<file path="src/rtl/eq_detect_run.sv">
// eq_detect_run
// Registered equality detector with run-length qualification. Each valid
// sample of din is compared against zero (mode=0) or ref_val (mode=1).
// Consecutive hits are counted in a saturating counter. A registered
// `stable` flag is high while the run has reached HOLD samples.
//
// Optional feature: define EQ_DETECT_STICKY_EN to enable the sticky `seen`
// flag. It sets when `stable` first rises and clears only on clr or reset.
// When the macro is not defined, `seen` is tied to 0 and no sticky register
// is built.
//
// Ports:
//   clk        in   rising-edge clock
//   rst_n      in   asynchronous active-low reset
//   in_valid   in   din (and mode/ref_val) sampled this cycle
//   din        in   WIDTH-bit data under test
//   ref_val    in   WIDTH-bit compare value used when mode=1
//   mode       in   0 = compare to zero, 1 = compare to ref_val
//   clr        in   synchronous clear of run state (priority over in_valid)
//   match      out  registered result of the last valid compare
//   out_valid  out  one-cycle pulse when match/run_cnt/stable update
//   run_cnt    out  CNT_W-bit consecutive-match count, saturating
//   stable     out  run_cnt >= HOLD (registered from the next FSM state)
//   seen       out  sticky lock indicator (0 unless EQ_DETECT_STICKY_EN)
module eq_detect_run #(
  parameter int WIDTH = 4,
  parameter int CNT_W = 4,
  parameter int HOLD  = 3
) (
  input  logic             clk,
  input  logic             rst_n,
  input  logic             in_valid,
  input  logic [WIDTH-1:0] din,
  input  logic [WIDTH-1:0] ref_val,
  input  logic             mode,
  input  logic             clr,
  output logic             match,
  output logic             out_valid,
  output logic [CNT_W-1:0] run_cnt,
  output logic             stable,
  output logic             seen
);

  typedef enum logic [1:0] {
    IDLE   = 2'd0,
    COUNT  = 2'd1,
    LOCKED = 2'd2
  } state_t;

  localparam logic [CNT_W-1:0] CNT_MAX = {CNT_W{1'b1}};
  localparam logic [CNT_W-1:0] HOLD_C  = CNT_W'(HOLD);

  state_t           state, state_next;
  logic [CNT_W-1:0] cnt_next;
  logic [CNT_W-1:0] cnt_inc;
  logic             match_next;
  logic             valid_next;
  logic             stable_next;
  logic             hit;

  assign hit = mode ? (din == ref_val) : (din == {WIDTH{1'b0}});

  // Saturating increment: at the maximum the count holds instead of wrapping.
  assign cnt_inc = (run_cnt == CNT_MAX) ? run_cnt : run_cnt + 1'b1;

  always_comb begin
    state_next = state;
    cnt_next   = run_cnt;
    match_next = match;
    valid_next = 1'b0;

    if (clr) begin
      // The sample presented alongside clr is discarded.
      state_next = IDLE;
      cnt_next   = '0;
      match_next = 1'b0;
    end else if (in_valid) begin
      match_next = hit;
      valid_next = 1'b1;
      if (hit) begin
        cnt_next = cnt_inc;
        case (state)
          IDLE:    state_next = (HOLD_C == CNT_W'(1)) ? LOCKED : COUNT;
          COUNT:   state_next = (cnt_inc >= HOLD_C) ? LOCKED : COUNT;
          LOCKED:  state_next = LOCKED;
          default: state_next = IDLE;
        endcase
      end else begin
        cnt_next   = '0;
        state_next = IDLE;
      end
    end
  end

  // stable is registered from the next state, so it never glitches with
  // run_cnt decoding.
  assign stable_next = (state_next == LOCKED);

  always_ff @(posedge clk or negedge rst_n) begin
    if (!rst_n) begin
      state     <= IDLE;
      run_cnt   <= '0;
      match     <= 1'b0;
      out_valid <= 1'b0;
      stable    <= 1'b0;
    end else begin
      state     <= state_next;
      run_cnt   <= cnt_next;
      match     <= match_next;
      out_valid <= valid_next;
      stable    <= stable_next;
    end
  end

`ifdef EQ_DETECT_STICKY_EN
  logic seen_reg;

  // Sets together with the first rise of stable; only clr or reset clear it.
  always_ff @(posedge clk or negedge rst_n) begin
    if (!rst_n) begin
      seen_reg <= 1'b0;
    end else if (clr) begin
      seen_reg <= 1'b0;
    end else if (stable_next) begin
      seen_reg <= 1'b1;
    end
  end

  assign seen = seen_reg;
`else
  assign seen = 1'b0;
`endif

endmodule
</file>
<file path="config.mk">
export PLATFORM = sky130hd
export DESIGN_NAME = eq_detect_run
export DESIGN_NICKNAME = d
export VERILOG_FILES = /design/src/rtl/eq_detect_run.sv
export SDC_FILE = /design/constraint.sdc
export NUM_CORES = 1
export LEC_CHECK = 0
export CORE_ASPECT_RATIO = 1.4
export CORE_MARGIN = 2
export CORE_UTILIZATION = 25
export DETAILED_ROUTE_END_ITERATION = 7
export GPL_TIMING_DRIVEN = 0
export PLACE_DENSITY = 0.59
export SYNTH_ARGS = -nofsm -noshare
export SYNTH_HDL_FRONTEND = slang
export SYNTH_SLANG_ARGS = --single-unit
</file>
<file path="constraint.sdc">
create_clock -name clk -period 4.75 [get_ports clk]
set_clock_uncertainty 0.2 [all_clocks]
set_input_delay 0.7125 -clock clk [delete_from_list [all_inputs] [get_ports clk]]
set_output_delay 0.7125 -clock clk [all_outputs]
set_load 0.005 [all_outputs]
</file>
==> impl_results.md <==
- Req. time, crit path: about 4.7 ns
- Gate Count Post-Synth: 65
- LEAKAGE: ~0.33 nW
- Die footprint: ~2800 sq um
- Number of global-route vias before repair: 510
- Global-route met2 utilization: 18.4%
- Number of vias per cell after detailed routing: 5.09
- Synthesized area per cell: slightly above 9 sq um
- Post-Route Setup TNS: 0 ns
- Global Route Usage Sum: between 10% and 20%
- Met3 routing resource usage after global routing: under 10%
- Final weighted congestion in routability-driven placement: 0.778
- Clk sinks: 9
- Asr flop ratio synth: 100%
- Number of buffers added for setup after CTS: 0
- Post_cts resized: 0
- Final Hold Vio Count: 0
- Number of primary I/O pins: 21
- Hold-fix buffers, CTS: 0
- Site row count: 20
- Fraction of layout instances using a drive strength above 1: around 11%
- Number of enable flip-flop cells after synthesis: 0
- Final worst path period need: roughly 2.4 ns
- Peak fanout along the critical path: 6
- Number of levels the H-tree was split into: 1
- Placeable core area: roughly 2200 sq um
- Category of the critical setup timing path: in2reg
- Most utilized layer in the global route result: met2
- Clk_lat worst skew: around 0.27 ns
- Number of filler instances in the final layout: around 240
- Sequential area share after synthesis: a little under two fifths
- Placed instance area: between 800 and 900 sq um
- Area of the mapped netlist: about 600 sq um
- Power density over cell area: ~200 nW/um^2
- Type of element capturing the critical path: register
- Nets in the synthesized netlist: between 70 and 80
- Outcome: finished clean
- TritonCTS clock tree: done
- Achievable Freq: about 420 MHz
- Clk buf depth: 2
- Initial standard-cell utilization of the core: about 27%
- Number of buffer cells added on primary ports: 19
- Flops & latches, synth: 9
- HP Class: reg2reg
- Antenna violations before repair: 0
- Total setup violations reported at the end of the flow: 0
- Post-route antenna net violation count: 0
- Die width: 45.1 um
- Portion of the clock cycle consumed by the worst path in the final layout: around 50%
- Post-synth top flop: dfrtp_1
- Placed wire-length estimate after detailed placement: roughly 1100 um
- Critical path data arrival time: around 2.4 ns
- Global route overflow: 0
- GR met1 Demand/Resource: a little under an eighth
- Count of TritonRoute iterations in the first routing pass: 4
- Height of the die: a little over 60 um
- Antenna diode count: 0
- Setup repair after global routing missed its margin: false
- Cell at the root of the clock tree: clkbuf_4
- Layout overhead on the synthesized area: 41.3%
- Design Area, Final: between 800 and 900 sq um
- Nature of the critical path startpoint: primary input
- WL/cell: 11.9 um
- Synth cell types: 31
- CTS clock-pin slew for the worst setup and hold paths: roughly 0.060 ns
- First-pass GRT wire length: 2130 um
- Inserted Clock Buffers: 3
- DRC violation count after routing: 0
- Slew Limit Fails: 0
- Maximum number of pins on one net before global-route repair: 10
- Number of vias after detailed routing: between 500 and 600
- Peak supply drop: about 0.14 mV
- Number of violations of the max-capacitance limit: 0
- Net count, final: roughly 100
- Warnings from Yosys: 0
- Post-detailed-routing wire length: about 1300 um
- Starting DRC count in detailed routing: 9
cell usage in the layout, fill, tap and decap left out, types with 2 or more instances in the layout:
| cell | Yosys | layout |
|---|---|---|
| a211oi_1 | 2 | 2 |
| clkbuf_4 | 0 | 3 |
| clkdlybuf4s50_1 | 0 | 19 |
| dfrtp_1 | 9 | 9 |
| inv_1 | 7 | 7 |
| nand2_1 | 7 | 7 |
| nor2_1 | 5 | 5 |
| nor3_1 | 3 | 3 |
| nor4_1 | 2 | 2 |
| o22ai_1 | 3 | 3 |
| o32ai_1 | 2 | 2 |
| xor2_1 | 4 | 4 |
sequential cells by signal, indices dropped and copies added (netlist names):
name	count
run_cnt	4
stable	1
state	2
match	1
out_valid	1
where the power goes:
group / internal, mW / total [mW] / switching (mW)
registers: 0.0777 / 0.0784 / 0.000714
clock network: 0.0324 / 0.0589 / 0.0265
logic: 0.0156 / 0.0294 / 0.0138
total: 0.126 / 0.167 / 0.0410
through the flow:
step	hold WS (ns)	std cells	util, %	power [mW]	setup slack (ns)
after detailed placement	0.273	106	36.7	0.109	2.07
after global routing	0.302	110	37.9	0.177	2.23
final	0.278	110	37.9	0.167	2.37
after floorplan	0.217	65	-	0.0917	2.70
after CTS	0.286	110	37.9	0.168	2.34
after global placement	0.261	106	36.7	0.109	2.07
Yosys cell counts, types with 2 or more instances:
master / count / share of area, %
nor2_1: 5 / 3.2
xor2_1: 4 / 5.9
inv_1: 7 / 4.4
nand2_1: 7 / 4.4
a211oi_1: 2 / 2.5
nor4_1: 2 / 2.1
nor3_1: 3 / 2.5
dfrtp_1: 9 / 38
o22ai_1: 3 / 3.2
o32ai_1: 2 / 3.0
final timing paths:
kind | from | endpoint | slack [ns] | cells past startpoint
max in group asynchronous | rst_n | run_cnt[2] | 3.54 | 1
min reg2reg | match | match | 0.28 | 2
max reg2reg | run_cnt[0] | stable | 2.90 | 4
min in group asynchronous | rst_n | out_valid | 0.53 | 1
max | din[1] | state[0] | 2.37 | 5
min | match | match | 0.28 | 2
layout make-up:
| class | count | area, sq um | share of cell area [%] |
|---|---|---|---|
| plain buffers | 1 | 7.51 | 0.900 |
| clock buffers | 4 | 26.3 | 3.15 |
| inverters | 7 | 26.3 | 3.15 |
| multi-input cells | 48 | 332 | 39.7 |
| flip-flops and latches | 9 | 225 | 27.0 |
| well taps | 22 | 27.5 | 3.30 |
| repair buffers | 19 | 190 | 22.8 |
cells by family after synthesis:
| group | Yosys count | synth area share [%] |
|---|---|---|
| AO/OA/AOI/OAI | 16 | 22.2 |
| other | 1 | 0.635 |
| buffers and inverters | 8 | 5.72 |
| XOR/XNOR | 4 | 5.93 |
| adder cells (fa/ha/maj) | 1 | 2.12 |
| AND/OR/NAND/NOR | 26 | 25.2 |
| flip-flops | 9 | 38.1 |
critical path, stage by stage:
cell	delay, ns
clkdlybuf4s50_1	0.56
xor2_1	0.23
nor3_2	0.38
a21oi_2	0.18
o32ai_1	0.29
routing by layer:
| layer | share of wire (%) | up-vias |
|---|---|---|
| li1 | - | 283 |
| met1 | 44 | 252 |
| met2 | 47 | 20 |
| met3 | 5.3 | 5 |
| met4 | 3.1 | 0 |
| met5 | 0 | - |
No activity file was read; power rests on OpenSTA's default activity.
